<file path="config.mk">
export PLATFORM = sky130hd
export DESIGN_NAME = cla_seq_addsub16
export DESIGN_NICKNAME = d
export VERILOG_FILES = /design/src/rtl/cla_seq_addsub16.sv
export SDC_FILE = /design/constraint.sdc
export NUM_CORES = 1
export LEC_CHECK = 0
export ABC_AREA = 1
export ABC_CLOCK_PERIOD_IN_PS = 1400
export BUFFER_PORTS_ARGS = -buffer_cell sky130_fd_sc_hd__buf_4
export CELL_PAD_IN_SITES_DETAIL_PLACEMENT = 2
export CELL_PAD_IN_SITES_GLOBAL_PLACEMENT = 2
export CORE_UTILIZATION = 34
export CTS_CLUSTER_SIZE = 25
export DETAILED_ROUTE_END_ITERATION = 8
export GPL_ROUTABILITY_DRIVEN = 0
export PLACE_DENSITY = 0.76
export REMOVE_ABC_BUFFERS = 1
export SLEW_MARGIN = 40
export SYNTH_ARGS = -nofsm -noshare
export SYNTH_HDL_FRONTEND = slang
export SYNTH_SLANG_ARGS = --single-unit
export TNS_END_PERCENT = 20
</file>
<file path="constraint.sdc">
create_clock -name clk -period 1.4 [get_ports clk]
set_input_delay 0.07 -clock clk [delete_from_list [all_inputs] [get_ports clk]]
set_output_delay 0.07 -clock clk [all_outputs]
set_load 0.01 [all_outputs]
</file>
<file path="src/rtl/cla_seq_addsub16.sv">
// Sequential 16-bit adder/subtractor: one 4-bit carry-lookahead nibble per cycle,
// least significant nibble first, with carry/overflow reported on completion.
module cla_seq_addsub16 #(
   parameter int DATA_W = 16
) (
   input  logic              clk,
   input  logic              rst_n,
   input  logic              start,
   input  logic              sub,
   input  logic [DATA_W-1:0] a,
   input  logic [DATA_W-1:0] b,
   output logic              busy,
   output logic              done,
   output logic [DATA_W-1:0] sum,
   output logic              cout,
   output logic              ovf
);

   localparam int NIB = DATA_W / 4;
   localparam int IW  = (NIB > 1) ? $clog2(NIB) : 1;

   typedef enum logic [1:0] {
      IDLE = 2'd0,
      RUN  = 2'd1,
      DONE = 2'd2
   } state_t;

   state_t state, state_nxt;

   logic [DATA_W-1:0] a_r;
   logic [DATA_W-1:0] b_r;
   logic [DATA_W-5:0] acc_r;
   logic              carry_r;
   logic [IW-1:0]     idx_r;

   logic [3:0] nib_s;
   logic       nib_c3;
   logic       nib_co;
   logic       last_nib;

   // Two-level lookahead over one nibble. Returns {carry_out, carry_into_bit3, sum[3:0]}.
   function automatic logic [5:0] cla4(input logic [3:0] x, input logic [3:0] y,
                                       input logic cin);
      logic [3:0] p;
      logic [3:0] g;
      logic       c1, c2, c3;
      logic       gp, gg, co;
      p  = x ^ y;
      g  = x & y;
      c1 = g[0] | (p[0] & cin);
      c2 = g[1] | (p[1] & g[0]) | (p[1] & p[0] & cin);
      c3 = g[2] | (p[2] & g[1]) | (p[2] & p[1] & g[0]) | (p[2] & p[1] & p[0] & cin);
      gp = &p;
      gg = g[3] | (p[3] & g[2]) | (p[3] & p[2] & g[1]) | (p[3] & p[2] & p[1] & g[0]);
      co = gg | (gp & cin);
      return {co, c3, p ^ {c3, c2, c1, cin}};
   endfunction

   assign {nib_co, nib_c3, nib_s} = cla4(a_r[3:0], b_r[3:0], carry_r);
   assign last_nib = (idx_r == IW'(NIB - 1));

   always_ff @(posedge clk or negedge rst_n) begin
      if (!rst_n) state <= IDLE;
      else        state <= state_nxt;
   end

   always_comb begin
      state_nxt = state;
      case (state)
         IDLE:    if (start)    state_nxt = RUN;
         RUN:     if (last_nib) state_nxt = DONE;
         DONE:                  state_nxt = IDLE;
         default:               state_nxt = IDLE;
      endcase
   end

   assign busy = (state != IDLE);
   assign done = (state == DONE);

   // Operands shift right a nibble per cycle so the adder always sees bits [3:0];
   // finished nibbles enter acc_r from the top and land in place after the last one.
   always_ff @(posedge clk or negedge rst_n) begin
      if (!rst_n) begin
         a_r     <= '0;
         b_r     <= '0;
         acc_r   <= '0;
         carry_r <= 1'b0;
         idx_r   <= '0;
         sum     <= '0;
         cout    <= 1'b0;
         ovf     <= 1'b0;
      end else begin
         case (state)
            IDLE: begin
               if (start) begin
                  a_r     <= a;
                  b_r     <= sub ? ~b : b;
                  carry_r <= sub;
                  idx_r   <= '0;
               end
            end
            RUN: begin
               a_r     <= a_r >> 4;
               b_r     <= b_r >> 4;
               acc_r   <= {nib_s, acc_r[DATA_W-5:4]};
               carry_r <= nib_co;
               idx_r   <= idx_r + 1'b1;
               if (last_nib) begin
                  sum  <= {nib_s, acc_r};
                  cout <= nib_co;
                  ovf  <= nib_c3 ^ nib_co;
               end
            end
            default: ;
         endcase
      end
   end

endmodule

</file>
==> run_results.csv, run 1 <==
group,metric,value,unit
cts,htree_levels,3,
pwr,ir_worst_vdd,692,uV
global_route,grt_pass1_vias,2756,
route,drt-pass1-iter-count,4,
timing,grt_setup_unrepaired,"true",
timing,slew_violations,0,
critical_path,rrSetupSlack,-0.04,ns
yosys,syn_inst,311,
yosys,synth_seq_cells,67,
route,via_per_inst,4.98,
critical_path,cp.required,1.66,ns
timing,finalHoldViolCount,0,
worst_hold_path,worstHoldEndpoint,"b_r[13]",
route,wl_per_cell,18.0,microns
yosys,synth_flop_cell,"dfrtp_1",
critical_path,crit_path_max_fanout,5,
yosys,ys_types,28,
timing,relSlewSlack,0.755,
yosys,synth_top_family_by_area,"simple AND/OR/NAND/NOR gates",
pwr,leakagePower,1.98,nW
yosys,yosys.area_share.simple,0.149,
timing,fmax,695,MHz
yosys,syn_area_per_cell,9.75,sq um
yosys,synth_compound_area_frac,0.143,
route,drt_wl_total,9140,microns
pwr,power.density,2420,nW/um^2
yosys,synth-xor-area-share,0.0491,
cts,cts_tree,"built",
worst_hold_path,hold_depth,3,
cts,cts_buffers,9,
pwr,clock_power_share,0.163,
timing,final.setup.tns,-0.0795,ns
yosys,synth_seq_area_share,0.553,
critical_path,cp-start-kind,"flop",
route,ant_nets,0,
route,drt_iter0_drc,60,
global_route,grt_max_degree,68,
route,num_vias,2537,
pwr,p_comb_frac,0.505,
cts,cts_buffer_depth,2,
die,die_h,96.4,microns
layout,fill_cells,917,
pwr,power_frac_seq,0.333,
yosys,synth-adder-area-share,0.0272,
yosys,synthMuxAreaShare,0,
die,die_w,96.4,microns
worst_hold_path,hp-start,"b[13]",
cts,clock-sinks,67,
die,initial_core_util,0.349,
status,violations,"negative setup slack",
yosys,synth_edf_count,0,
layout,post-route-util,0.484,
die,boundaryPins,56,
cts,cts.clk_slew.worst_paths,0.07,ns
critical_path,rr_endpoint,"carry_r",
timing,setup_violations,3,
status,status,"complete, but fails checks",
timing,skew,0.0119,ns
critical_path,r2r_cells,7,
critical_path,critPathKind,"reg2reg",
placed_design,dp_hpwl,5310,microns
timing,fin_crit,1.44,ns
timing,max_slew.worst_pin.slew,0.367,ns
die,coreArea,8680,sq um
pwr,switchingPower,4.29,mW
placed_design,port_buffers,55,
layout,fin_nets,439,
die,die_area,9300,sq um
yosys,synth_area,3030,sq um
global_route,grt_overflow,0,
die,rows,34,
global_route,grt_antenna_before_repair,0,
critical_path,worstSetupEndpointType,"flop",
pwr,total_power,10.2,mW
timing,holdWs,0.0163,ns
route,drc_errors,0,
layout,diodes,0,
timing,fin_ws,-0.0379,ns
pwr,p_sw_frac,0.422,
critical_path,arrival,1.69,ns
cts,root_buffer,"clkbuf_8",
global_route,grt_util_all_layers,0.198,
job,cap_violations,0,
global_route,grt_first_pass_wirelength,13600,microns
yosys,ys_warn_count,0,
cts,clk-insertion-delay-late,0.35,ns
yosys,async_flop_share,1.00,
layout,area_growth,38.5,%
pwr,internal-power,5.88,mW
layout,drive_gt1_frac,0.322,
timing,min_period_over_period,1.03,
worst_hold_path,hold_path.class,"in2reg",
critical_path,worstReg2RegStart,"a_r[2]",
[worst max-delay path, cell delays in order, from the launching register on]
cell and delay, ns:
dfrtp_1 0.44, ha_4 0.33, nand2_1 0.06, inv_1 0.10, nand3_4 0.09, nand2_2 0.08
nand2_1 0.11, o211ai_1 0.12
[worst max path at each step]
stage	start	endpoint	slack [ns]	cells after the start
after CTS	b_r[1]	sum[15]	0.003	8
after detailed placement	b_r[1]	sum[15]	-0.10	8
after global routing	a_r[2]	cout	-0.08	7
after floorplan	state[1]	b_r[4]	-0.06	6
final	a_r[2]	carry_r	-0.04	7
after global placement	b_r[1]	cout	0.002	7
[cells by family (layout without fill, tap and decap cells)]
family / Yosys count / after routing
adders and majority gates: 6 / 6
xor gates and xnor gates: 17 / 17
DFF: 67 / 67
and+or+nand+nor: 107 / 107
AOI/OAI and AO/OA: 62 / 62
buffers and inverters: 52 / 142
[metal layers]
layer  global-route usage  vias up  wire [microns]
met5                    0        -               0
met4               0.0858        0             177
met3               0.0383       16             278
met2                0.346       56            4990
met1                0.237     1279            3700
li1                     -     1186               -
[timing repair]
action                                  4_1_cts  5_1_grt
endpoints found under the setup margin        7       22
gates resized for setup                      11       32
hold buffers                                 18        0
buffers inserted                              1        3
pin swaps                                     1       10
endpoints found under the hold margin        84        0
gates cloned                                  0        0
[layout by cell type, fill, tap and decap left out, drive strengths merged, types with 10 or more instances in the layout]
cell	count
buf	70
clkbuf	13
inv	39
dlygate4sd3	18
o221ai	16
nand3	10
dfrtp	67
xnor2	16
o21ai	31
nand2	90
[power by group through the flow]
stage	Clock, mW	Sequential [mW]	Combinational (mW)
2_1_floorplan	0	3.30	2.42
3_3_place_gp	0	3.26	3.99
3_5_place_dp	0	3.32	4.18
4_1_cts	1.68	3.35	4.50
5_1_grt	1.79	3.48	5.66
6_report	1.65	3.38	5.13
[through the flow]
stage | cells | worst slack (ns) | cell area (sq um)
6_report | 509 | -0.0379 | 4200
4_1_cts | 506 | 0.00267 | 4070
2_1_floorplan | 298 | -0.0579 | 2940
5_1_grt | 509 | -0.0847 | 4200
3_3_place_gp | 472 | 0.00170 | 3620
3_5_place_dp | 472 | -0.105 | 3620
[flip-flops by register name (all words and copies together) (netlist names)]
register / cells
acc_r: 12
carry_r: 1
idx_r: 2
sum: 16
b_r: 16
state: 2
a_r: 16
ovf: 1
cout: 1
[cells in the mapped netlist, types with 5 or more instances]
| cell | instances | area share |
|---|---|---|
| dfrtp_1 | 67 | 0.55 |
| buf_2 | 5 | 0.0082 |
| nand3_1 | 10 | 0.017 |
| o221ai_1 | 16 | 0.046 |
| nand2_1 | 87 | 0.11 |
| o21ai_0 | 21 | 0.035 |
| o211ai_1 | 7 | 0.017 |
| xnor2_1 | 16 | 0.046 |
| nor2_1 | 5 | 0.0062 |
| ha_1 | 5 | 0.021 |
| inv_1 | 35 | 0.043 |
| o21ai_2 | 8 | 0.023 |
[cell type report]
| cell class | count | area [sq um] | area share |
|---|---|---|---|
| clock buffer | 13 | 159 | 0.0378 |
| clock inverter | 2 | 35.0 | 0.00834 |
| inverter | 39 | 154 | 0.0366 |
| multi-input combinational | 192 | 1280 | 0.306 |
| sequential | 67 | 1680 | 0.399 |
| tap | 108 | 135 | 0.0322 |
| timing repair buffer | 88 | 756 | 0.180 |
(Power assumes the default switching activity.)
==> run 2: changes to the inputs <==
BUFFER_PORTS_ARGS = -buffer_cell sky130_fd_sc_hd__buf_2   (was -buffer_cell sky130_fd_sc_hd__buf_4)
==> run 2 against run 1 <==
The flow finishes with violations (negative hold slack, negative setup slack). Global-route usage is 0.18 points lower. Sequential share of layout area up 2.4 points. Largest power group unchanged. Register-to-register slack improved by 0.04 ns. Via count decreased by 1.8%. Combinational power shrank 11%. Non-clock buffer count down 3. Worst hold slack lost 0.020 ns.
==> run_results.csv, run 2 (synthesis gave the netlist of run 1 again) <==
group,metric,value,unit
status,status,"complete, but fails checks",
status,violations,"negative hold slack, negative setup slack",
die,coreArea,8680,sq um
pwr,ir_worst_vdd,720,uV
timing,finalHoldViolCount,1,
route,num_vias,2492,
layout,stdcell_area,3960,sq um
layout,fin_nets,436,
critical_path,cp.required,1.64,ns
layout,final_cell_mix,"nand2_1 (81), dfrtp_1 (67), buf_2 (55), inv_1 (34), o21ai_0 (19)",
cts,cts_buffers,9,
timing,fmax,714,MHz
timing,min_period_over_period,1.00,
pwr,leakagePower,1.92,nW
timing,fin_ws,-0.000196,ns
layout,largestRegisters,"a_r: 16 flops, b_r: 16 flops, sum: 16 flops",
route,wl_per_cell,16.8,microns
route,drt_wl_total,8510,microns
cts,clock-sinks,67,
global_route,grt_util_all_layers,0.196,
timing,relSlewSlack,0.684,
timing,skew,0.00938,ns
timing,slew_violations,0,
cts,root_buffer,"clkbuf_8",
die,rows,34,
global_route,grt_max_degree,31,
route,drc_errors,0,
critical_path,crit_path_max_fanout,4,
layout,final_common_cell,"nand2_1",
die,die_w,96.4,microns
layout,diodes,0,
global_route,grt_first_pass_wirelength,13500,microns
timing,grt_setup_unrepaired,"true",
route,route.met3.wl,224,microns
layout,drive_gt1_frac,0.299,
route,drt-met1-wl,3690,microns
pwr,power.density,2410,nW/um^2
job,cap_violations,0,
die,die_h,96.4,microns
timing,max_slew.worst_pin.slew,0.474,ns
route,met2_length,4400,microns
critical_path,cp-start-kind,"flop",
global_route,grt_overflow,0,
layout,area_growth,30.5,%
placed_design,port_buffers,55,
cts,clk-insertion-delay-late,0.34,ns
global_route,grt_pass1_vias,2715,
route,via_per_inst,4.92,
die,boundaryPins,56,
placed_design,dp_hpwl,5450,microns
timing,holdWs,-0.00325,ns
pwr,total_power,9.55,mW
critical_path,critPathKind,"reg2reg",
critical_path,arrival,1.64,ns
critical_path,worstSetupEndpointType,"flop",
global_route,grt_antenna_before_repair,0,
route,drt_iter0_drc,48,
timing,setup_violations,1,
layout,post-route-util,0.456,
route,drt-pass1-iter-count,3,
cts,cts_buffer_depth,2,
die,die_area,9300,sq um
worst_hold_path,hold_path.class,"in2reg",
die,initial_core_util,0.349,
placed_design,place_area,3470,sq um
cts,cts.clk_slew.worst_paths,0.07,ns
route,ant_nets,0,
timing,final.setup.tns,-0.000196,ns
route,dr.max_layer_used,"met4",
cts,cts_tree,"built",
cts,htree_levels,3,
timing,fin_crit,1.40,ns
[run 2: power by group]
part           switching [mW]  internal [mW]
sequential              0.500           2.83
clock                   0.720          0.910
combinational            2.75           1.84
total                    3.97           5.58
[run 2: timing repair]
| item | 4_1_cts | 5_1_grt |
|---|---|---|
| pin swaps | 1 | 11 |
| hold buffers | 16 | 0 |
| resized for setup | 7 | 18 |
| hold endpoints to repair | 31 | 0 |
| setup buffers | 1 | 2 |
| setup endpoints to repair | 9 | 11 |
[run 2: routing by layer]
| layer | GRT usage | up-vias |
|---|---|---|
| met5 | 0 | - |
| met4 | 0.0662 | 0 |
| met3 | 0.0344 | 13 |
| met2 | 0.354 | 50 |
| met1 | 0.235 | 1252 |
| li1 | - | 1177 |
[run 2: worst paths after layout]
path,start,end,slack (ns),cells past startpoint
max reg2reg,b_r[1],acc_r[11],-0.0002,8
min,a[2],a_r[2],-0.003,3
min in group asynchronous,rst_n,acc_r[4],0.21,2
min reg2reg,sum[6],sum[6],0.48,2
max in group asynchronous,rst_n,acc_r[2],0.66,3
max,b_r[1],acc_r[11],-0.0002,8
[run 2: cell type report]
class                           count  area [sq um]
Inverter                           39           156
Multi-Input combinational cell    192          1220
Tap cell                          108           135
Timing Repair Buffer               85           578
Sequential cell                    67          1680
Fill cell                         934          4720
Clock inverter                      2          35.0
Clock buffer                       13           159
[run 2: stage by stage]
step                      setup WS [ns]  hold slack [ns]  instances
after global routing            -0.0704          0.00466        506
after floorplan                 -0.0579           -0.226        298
after CTS                      -0.00139         0.000781        504
after detailed placement        -0.0647           0.0511        472
final                         -0.000196         -0.00325        506
after global placement          -0.0367           0.0435        472
[run 2: critical path: stages (launching register included)]
cell and delay (ns):
dfrtp_1 0.44, ha_4 0.32, inv_1 0.06, nand2_2 0.10
nand3_2 0.09, nand2_2 0.09, nand2_2 0.07, nand3_1 0.07
nand2_1 0.06
